**src/rtl/idx_alloc_if.sv**
```systemverilog
// Allocation/release bus for idx_alloc: prefetched index output, release input and pool status.
interface idx_alloc_if #(
    parameter int ENTRY = 32
);
    localparam int OUT = $clog2(ENTRY);

    logic           alloc_valid;
    logic           alloc_ready;
    logic [OUT-1:0] out_idx;
    logic           rel_valid;
    logic [OUT-1:0] rel_idx;
    logic [OUT:0]   free_cnt;
    logic           err;

    modport master (
        output alloc_valid,
        output out_idx,
        output free_cnt,
        output err,
        input  alloc_ready,
        input  rel_valid,
        input  rel_idx
    );

    modport slave (
        input  alloc_valid,
        input  out_idx,
        input  free_cnt,
        input  err,
        output alloc_ready,
        output rel_valid,
        output rel_idx
    );
endinterface

```
**src/rtl/idx_alloc.sv**
```systemverilog
// Lowest-free-slot allocator over a busy bitmap with a registered, prefetched output index
// and a single release port; illegal releases are dropped and latch a sticky error.
module idx_alloc #(
    parameter int ENTRY = 32
) (
    input  logic          clk,
    input  logic          reset,
    idx_alloc_if.master   bus
);
    localparam int OUT = $clog2(ENTRY);
    localparam logic [OUT:0] FULL_CNT = (OUT+1)'(ENTRY);
    localparam logic [OUT:0] ONE_CNT  = (OUT+1)'(1);

    logic [ENTRY-1:0] busy_q, busy_d;
    logic             valid_q, valid_d;
    logic [OUT-1:0]   idx_q, idx_d;
    logic [OUT:0]     free_q, free_d;
    logic             err_q, err_d;

    logic [ENTRY-1:0] fill_hit;
    logic [ENTRY-1:0] rel_hit;
    logic [OUT-1:0]   search_idx;
    logic             search_found;
    logic             pop;
    logic             refill;
    logic             rel_ok;

    // Lowest-index zero search over the registered bitmap only (no release bypass).
    always_comb begin
        search_found = 1'b0;
        search_idx   = '0;
        fill_hit     = '0;
        for (int unsigned i = 0; i < ENTRY; i++) begin
            if (!search_found && !busy_q[i]) begin
                search_found = 1'b1;
                search_idx   = OUT'(i);
                fill_hit[i]  = 1'b1;
            end
        end
    end

    // Out-of-range indices decode to an all-zero mask and therefore never look busy.
    always_comb begin
        rel_hit = '0;
        for (int unsigned i = 0; i < ENTRY; i++) begin
            rel_hit[i] = (bus.rel_idx == OUT'(i));
        end
    end

    assign pop    = valid_q && bus.alloc_ready;
    assign refill = (!valid_q || pop) && search_found;
    assign rel_ok = bus.rel_valid
                 && (|(rel_hit & busy_q))
                 && !(valid_q && (bus.rel_idx == idx_q));

    always_comb begin
        busy_d  = busy_q;
        valid_d = valid_q;
        idx_d   = idx_q;
        free_d  = free_q;
        err_d   = err_q;

        if (refill) begin
            busy_d  = busy_d | fill_hit;
            valid_d = 1'b1;
            idx_d   = search_idx;
        end else if (pop) begin
            valid_d = 1'b0;
        end

        if (rel_ok) begin
            busy_d = busy_d & ~rel_hit;
        end

        if (refill && !rel_ok) begin
            free_d = free_q - ONE_CNT;
        end else if (rel_ok && !refill) begin
            free_d = free_q + ONE_CNT;
        end

        if (bus.rel_valid && !rel_ok) begin
            err_d = 1'b1;
        end
    end

    always_ff @(posedge clk) begin
        if (reset) begin
            busy_q  <= '0;
            valid_q <= 1'b0;
            idx_q   <= '0;
            free_q  <= FULL_CNT;
            err_q   <= 1'b0;
        end else begin
            busy_q  <= busy_d;
            valid_q <= valid_d;
            idx_q   <= idx_d;
            free_q  <= free_d;
            err_q   <= err_d;
        end
    end

    assign bus.alloc_valid = valid_q;
    assign bus.out_idx     = idx_q;
    assign bus.free_cnt    = free_q;
    assign bus.err         = err_q;
endmodule

```
**src/flat_wrapper.sv**
```systemverilog
// flat-port wrapper written by rule: the top's interface ports become plain ports
module idx_alloc_flat 
#(
    parameter int ENTRY = 32
)
  (clk, reset, bus_alloc_valid, bus_out_idx, bus_free_cnt, bus_err, bus_alloc_ready, bus_rel_valid, bus_rel_idx);
  idx_alloc_if #(.ENTRY(ENTRY)) bus_i ();
  input  logic clk;
  input  logic reset;
  output wire logic [$bits(bus_i.alloc_valid)-1:0] bus_alloc_valid;
  output wire logic [$bits(bus_i.out_idx)-1:0] bus_out_idx;
  output wire logic [$bits(bus_i.free_cnt)-1:0] bus_free_cnt;
  output wire logic [$bits(bus_i.err)-1:0] bus_err;
  input wire logic [$bits(bus_i.alloc_ready)-1:0] bus_alloc_ready;
  input wire logic [$bits(bus_i.rel_valid)-1:0] bus_rel_valid;
  input wire logic [$bits(bus_i.rel_idx)-1:0] bus_rel_idx;
  assign bus_alloc_valid = bus_i.alloc_valid;
  assign bus_out_idx = bus_i.out_idx;
  assign bus_free_cnt = bus_i.free_cnt;
  assign bus_err = bus_i.err;
  assign bus_i.alloc_ready = bus_alloc_ready;
  assign bus_i.rel_valid = bus_rel_valid;
  assign bus_i.rel_idx = bus_rel_idx;
  idx_alloc #(.ENTRY(ENTRY)) u_core (.clk(clk), .reset(reset), .bus(bus_i));
endmodule
```
**config.mk**
```make
export PLATFORM = sky130hd
export DESIGN_NAME = idx_alloc_flat
export DESIGN_NICKNAME = d
export VERILOG_FILES = /design/src/rtl/idx_alloc_if.sv /design/src/rtl/idx_alloc.sv /design/src/flat_wrapper.sv
export SDC_FILE = /design/constraint.sdc
export NUM_CORES = 1
export LEC_CHECK = 0
export CAP_MARGIN = 20
export CELL_PAD_IN_SITES_DETAIL_PLACEMENT = 1
export CELL_PAD_IN_SITES_GLOBAL_PLACEMENT = 1
export CORE_ASPECT_RATIO = 1.2
export CORE_UTILIZATION = 45
export CTS_BUF_LIST = sky130_fd_sc_hd__clkbuf_8
export DETAILED_ROUTE_END_ITERATION = 12
export MAX_ROUTING_LAYER = met4
export PLACE_DENSITY_LB_ADDON = 0.1
export SYNTH_ARGS = -nofsm -noshare
export SYNTH_HDL_FRONTEND = slang
export SYNTH_SLANG_ARGS = --single-unit
```
**constraint.sdc**
```tcl
create_clock -name clk -period 5.2 [get_ports clk]
set_input_delay 1.56 -clock clk [delete_from_list [all_inputs] [get_ports clk]]
set_output_delay 1.56 -clock clk [all_outputs]
set_load 0.005 [all_outputs]
```
# Word level (Yosys, flattened, before mapping)
# Cells that the tools add are included.
dict set report classes {
  n_reduce_logical 109
  n_bitwise 4
  mux 100
  n_eq_ne 32
  mul 0
  addsub 2
  shifts 0
  n_lt_le_gt_ge 0
  div_mod_pow 0
}
# cell n
set op_table {}
lappend op_table {{$eq A5 B5 Y1 const B} 16}
lappend op_table {{$mux W5} 16}
lappend op_table {{$mux W1} 66}
lappend op_table {{$logic_not A1 Y1} 65}
lappend op_table {{$and A32 B32 Y32} 2}
lappend op_table {{$mux W32} 2}
lappend op_table {{$eq A5 B4 Y1 const B} 8}
lappend op_table {{$logic_and A1 B1 Y1} 39}
lappend op_table {{$mux W4} 8}
lappend op_table {{$not A32 Y32} 1}
lappend op_table {{$or A32 B32 Y32} 1}
lappend op_table {{$reduce_or A32 Y1} 1}
lappend op_table {{$eq A5 B3 Y1 const B} 4}
lappend op_table {{$mux W3} 4}
lappend op_table {{$mux W6} 2}
lappend op_table {{$eq A5 B2 Y1 const B} 2}
lappend op_table {{$add A6 B1 Y6 const B} 1}
lappend op_table {{$sub A6 B1 Y6 const B} 1}
lappend op_table {{$eq A5 B1 Y1 const B} 1}
lappend op_table {{$eq A5 B5 Y1} 1}
lappend op_table {{$logic_not A5 Y1} 1}
lappend op_table {{$mux W2} 2}
lappend op_table {{$reduce_bool A2 Y1} 2}
lappend op_table {{$logic_or A1 B1 Y1} 1}
dict set report totals {
  register_bits 45
  romBits 0
  out_inout_bits 13
  n_memories 0
  mem_bits_rw 0
  latch_bits 0
  wordCells 252
}

# Longest topological paths before layout
dict set report logic_depth {
  ltp_word 98
  depth_mapped 17
}

# Least setup slack after synthesis
# Ideal clock, no wire load.
dict set report synth_timing {
  path_type {input to register}
  from {input bus_rel_idx[2]}
  to {register u_core.free_q[4] (netlist: u_core.bus.free_cnt[4])}
  slack_ps 450
  t_required_ps 5060
  path_buffers 3
  path_stages 17
  arrival_time_ps 4610
  cell_sequence {buf_6 and2_1 buf_6 and2_1 a221o_1 a222oi_1 nand2_1 nand3_1 ha_1 clkbuf_1 xor2_1 ha_1 a21oi_1 o22ai_1 a222oi_1 or3_1 a21oi_1}
}
dict set report synth_via {
  elab_chain_cells 8
  word_cells_on_any_way 44
}
# element line_no
set synth_lines {}
lappend synth_lines {{start, declared} flat_wrapper.sv:16} ;# input wire logic [$bits(bus_i.rel_idx)-1:0] bus_rel_idx;
lappend synth_lines {{$eq A5 B1 Y1 (tied with other cells)} idx_alloc.sv:46} ;# rel_hit[i] = (bus.rel_idx == OUT'(i));
lappend synth_lines {{$and A32 B32 Y32} idx_alloc.sv:53} ;# && (|(rel_hit & busy_q))
lappend synth_lines {{$reduce_or A32 Y1} idx_alloc.sv:53}
lappend synth_lines {{$logic_and A1 B1 Y1} idx_alloc.sv:53}
lappend synth_lines {{$logic_and A1 B1 Y1 *} idx_alloc.sv:54} ;# && !(valid_q && (bus.rel_idx == idx_q));
lappend synth_lines {{$logic_not A1 Y1} idx_alloc.sv:75} ;# if (refill && !rel_ok) begin
lappend synth_lines {{$logic_and A1 B1 Y1} idx_alloc.sv:75}
lappend synth_lines {{$mux W6 / $reduce_bool A2 Y1 (equally long branches)} n/a}
lappend synth_lines {{end signal, assigned} idx_alloc.sv:97} ;# free_q <= free_d;
lappend synth_lines {{end, declared} idx_alloc.sv:17} ;# logic [OUT:0] free_q, free_d;
# Every way passes the cells marked *; elsewhere a longest branch is shown, timed or not.
# A chain may end at the register's enable or synchronous reset.

# Worst setup path after layout
# Same ends and word-level chain as after synthesis.

==> results_dict.tcl <==
set metrics [dict create \
    status "finished clean" \
    report.final.slew_viol_count 0 \
    cts_inserted_buffers 5 \
    cts_tree "yes" \
    finish.utilization_pct 55.1 \
    row_count 31 \
    synthCells 357 \
    ys_seq_area_share_pct 31.0 \
    cp_max_fo 27 \
    hold_path_class "flip-flop to flip-flop" \
    htreeDepth 2 \
    hold_buffers 0 \
    postCtsResizedCells 0 \
    end_kind "flip-flop" \
    cts_max_path_buffers 2 \
    crit_arrival_ns 5.07 \
    area_delta_synth_final_pct 16.0 \
    slew_headroom_pct 28.1 \
    first_iter_violations 189 \
    hpwl_microns 7490 \
    syn_area_per_cell_sq_um 8.15 \
    post_drt_wl_per_cell_microns 21.7 \
    clkSinkCount 45 \
    coreArea_sq_um 6130 \
    grt_antenna_before_repair 0 \
    vias 3032 \
    synth_cell_types 56 \
    rsz0062_at_grt "no" \
    design_area_sq_um 3380 \
    async_reset_ff_share_pct 0 \
    worst_pin_slew_ns 1.08 \
    routabilityCongestion 0.924 \
    worstPathCellList "clkdlybuf4s50_1 -> buf_12 -> nor4bb_1 -> a21oi_1 -> nand4_1 -> a222oi_1 -> nand2_1 -> nand3_1 -> ha_1 -> xor2_1 -> ha_1 -> a21oi_1 -> o22ai_1 -> a222oi_1 -> or3_1 -> a21oi_1" \
    place_area_sq_um 3280 \
    fmax_ghz 0.203 \
    grt_pass1_wl_microns 15900 \
    p_leak_nw 1.14 \
    drc 0 \
    regArea_sq_um 901 \
    wl_microns 10000 \
    initial_core_util_pct 47.5 \
    num_antenna_cells 0 \
    portBuffers 21 \
    setup.worst_path.start_class "input port" \
    cpPeakStageDelay_ns 0.62 \
    overflow 0 \
    die_h_microns 90.1 \
    avgViaCountPerCell 6.56 \
    synth-seq-cells 45 \
    cp_common_cell "a21oi_1" \
    setup_viol 0 \
    grtUsageTotal_pct 31.5 \
    drive_gt1_share_pct 12.1 \
    ir_worst_vdd_v 0.000119 \
    synth.net_count 369 \
    cts_root_buf "clkbuf_8" \
    firstDrtPassIters 5 \
    clk_pin_slew_worst_paths_ns 0.09 \
    drtAntennaViolNets 0 \
    grt_pass1_vias 3006 \
    crit_slowest_cell "nor4bb_1" \
    period_needed_ns 4.92 \
    hold_viol 0 \
    synth_ff_type "dfxtp_1" \
    path_class "input port to flip-flop" \
    insertion_delay_ns 0.30 \
    finClkSkew_ns 0.00815 \
    num-nets-final 391 \
    syn_area_sq_um 2910 \
    power_mw 0.816 \
    ys_warn_count 0 \
    drv_cap 0 \
    grt_max_degree 28 \
    fp.dieW_microns 75.4 \
    multi_input_area_sq_um 1820 \
    nFillCells 778 \
    tns_ns 0 \
    fin_crit_sh_pct 94.6 \
    dieArea_sq_um 6790 \
    ios 22 \
    p_per_area_nw_per_um2 242 \
    post_cts_buffers 0 \
    synth_edf_count 0 \
    required_ns 5.35 \
]
## synth_stat cells (7+ instances only)
cell,number,area (sq um)
a211oi_1,11,82.6
a211oi_2,11,138
a21oi_1,22,110
a31oi_1,18,113
and2_1,7,43.8
and4_1,7,61.3
buf_2,11,55.1
clkbuf_1,12,45.0
dfxtp_1,45,901
inv_1,10,37.5
nand2_1,21,78.8
nand3_1,13,65.1
nand4_1,7,43.8
nor2_1,17,63.8
nor2b_1,10,62.6
nor3_1,13,65.1
o21ai_0,25,125
xor2_1,7,61.3
## per-stage QoR
stage,cells,hold slack (ns),setup slack [ns]
after global placement,454,0.506,0.132
after detailed placement,454,0.512,0.00520
after CTS,462,0.528,0.322
after global routing,462,0.570,0.129
after floorplan,357,0.499,0.450
final,462,0.527,0.280
## final timing paths
| kind | from | end | slack [ns] | depth (start not counted) |
|---|---|---|---|---|
| worst min-delay path | u_core.bus.out_idx[2] | u_core.bus.out_idx[2] | 0.53 | 2 |
| worst min register to register | u_core.bus.out_idx[2] | u_core.bus.out_idx[2] | 0.53 | 2 |
| worst max-delay path | bus_rel_idx[2] | u_core.bus.free_cnt[4] | 0.28 | 16 |
| worst max register to register | u_core.busy_q[0] | u_core.bus.free_cnt[4] | 1.55 | 13 |
## final cells by class
| type | instances | share of cell area, % |
|---|---|---|
| Clock inverter | 2 | 0.408 |
| Clock buffer | 6 | 2.45 |
| Timing Repair Buffer | 44 | 12.5 |
| Tap cell | 82 | 3.04 |
| Inverter | 10 | 1.11 |
| Multi-Input combinational cell | 273 | 53.9 |
| Sequential cell | 45 | 26.7 |
## critical path: cells and delay by family
family | cells | cell delay (ns)
buffers and inverters | 2 | 0.70
adders and majority gates | 2 | 0.45
xor gates and xnor gates | 1 | 0.16
AOI/OAI and AO/OA | 6 | 1.05
and+or+nand+nor | 5 | 1.16
## cell families after synthesis
logic type               Yosys count  share of synthesized area (%)
adder cells (fa/ha/maj)            3                           1.29
XOR/XNOR                          10                           3.01
AND/OR/NAND/NOR                  129                           25.6
flip-flops                        45                           31.0
AO/OA/AOI/OAI                    124                           30.2
multiplexers                       7                           2.45
buffers and inverters             39                           6.54
## layout by cell type (no fill, tap or decap), drive strengths merged, types with 2 or more instances in the layout
cell type and n:
nor2b 10, clkinv 2, nand2b 4, and4 7, nor3b 6, xnor2 3
and2 7, ha 3, dfxtp 45, a22oi 5, o211ai 3, a311oi 5
inv 10, nand2 21, and3 5, o21a 2, a211oi 22, nand3 13
nor2 17, and3b 3, clkbuf 6, a21boi 3, clkdlybuf4s50 21, nor4 3
nor3 14, nand4 7, buf 23, or3 6, a41oi 5, mux2i 6
xor2 7, a21oi 22, a31oi 18, a222oi 2, o21ai 26
## report_power, final
part	internal (mW)	switching (mW)
Sequential	0.361	0.0272
Combinational	0.0955	0.0954
Clock	0.108	0.129
## metal layers
layer	GRT usage [%]	routed length, microns
met5	-	0
met4	11.6	227
met3	4.71	563
met2	49.9	4900
met1	39.9	4320
## flip-flops by register name (all words and copies together), names as in the netlist
register                flops
u_core.bus.alloc_valid      1
u_core.bus.err              1
u_core.bus.free_cnt         6
u_core.bus.out_idx          5
u_core.busy_q              32
(Power assumes the default switching activity.)
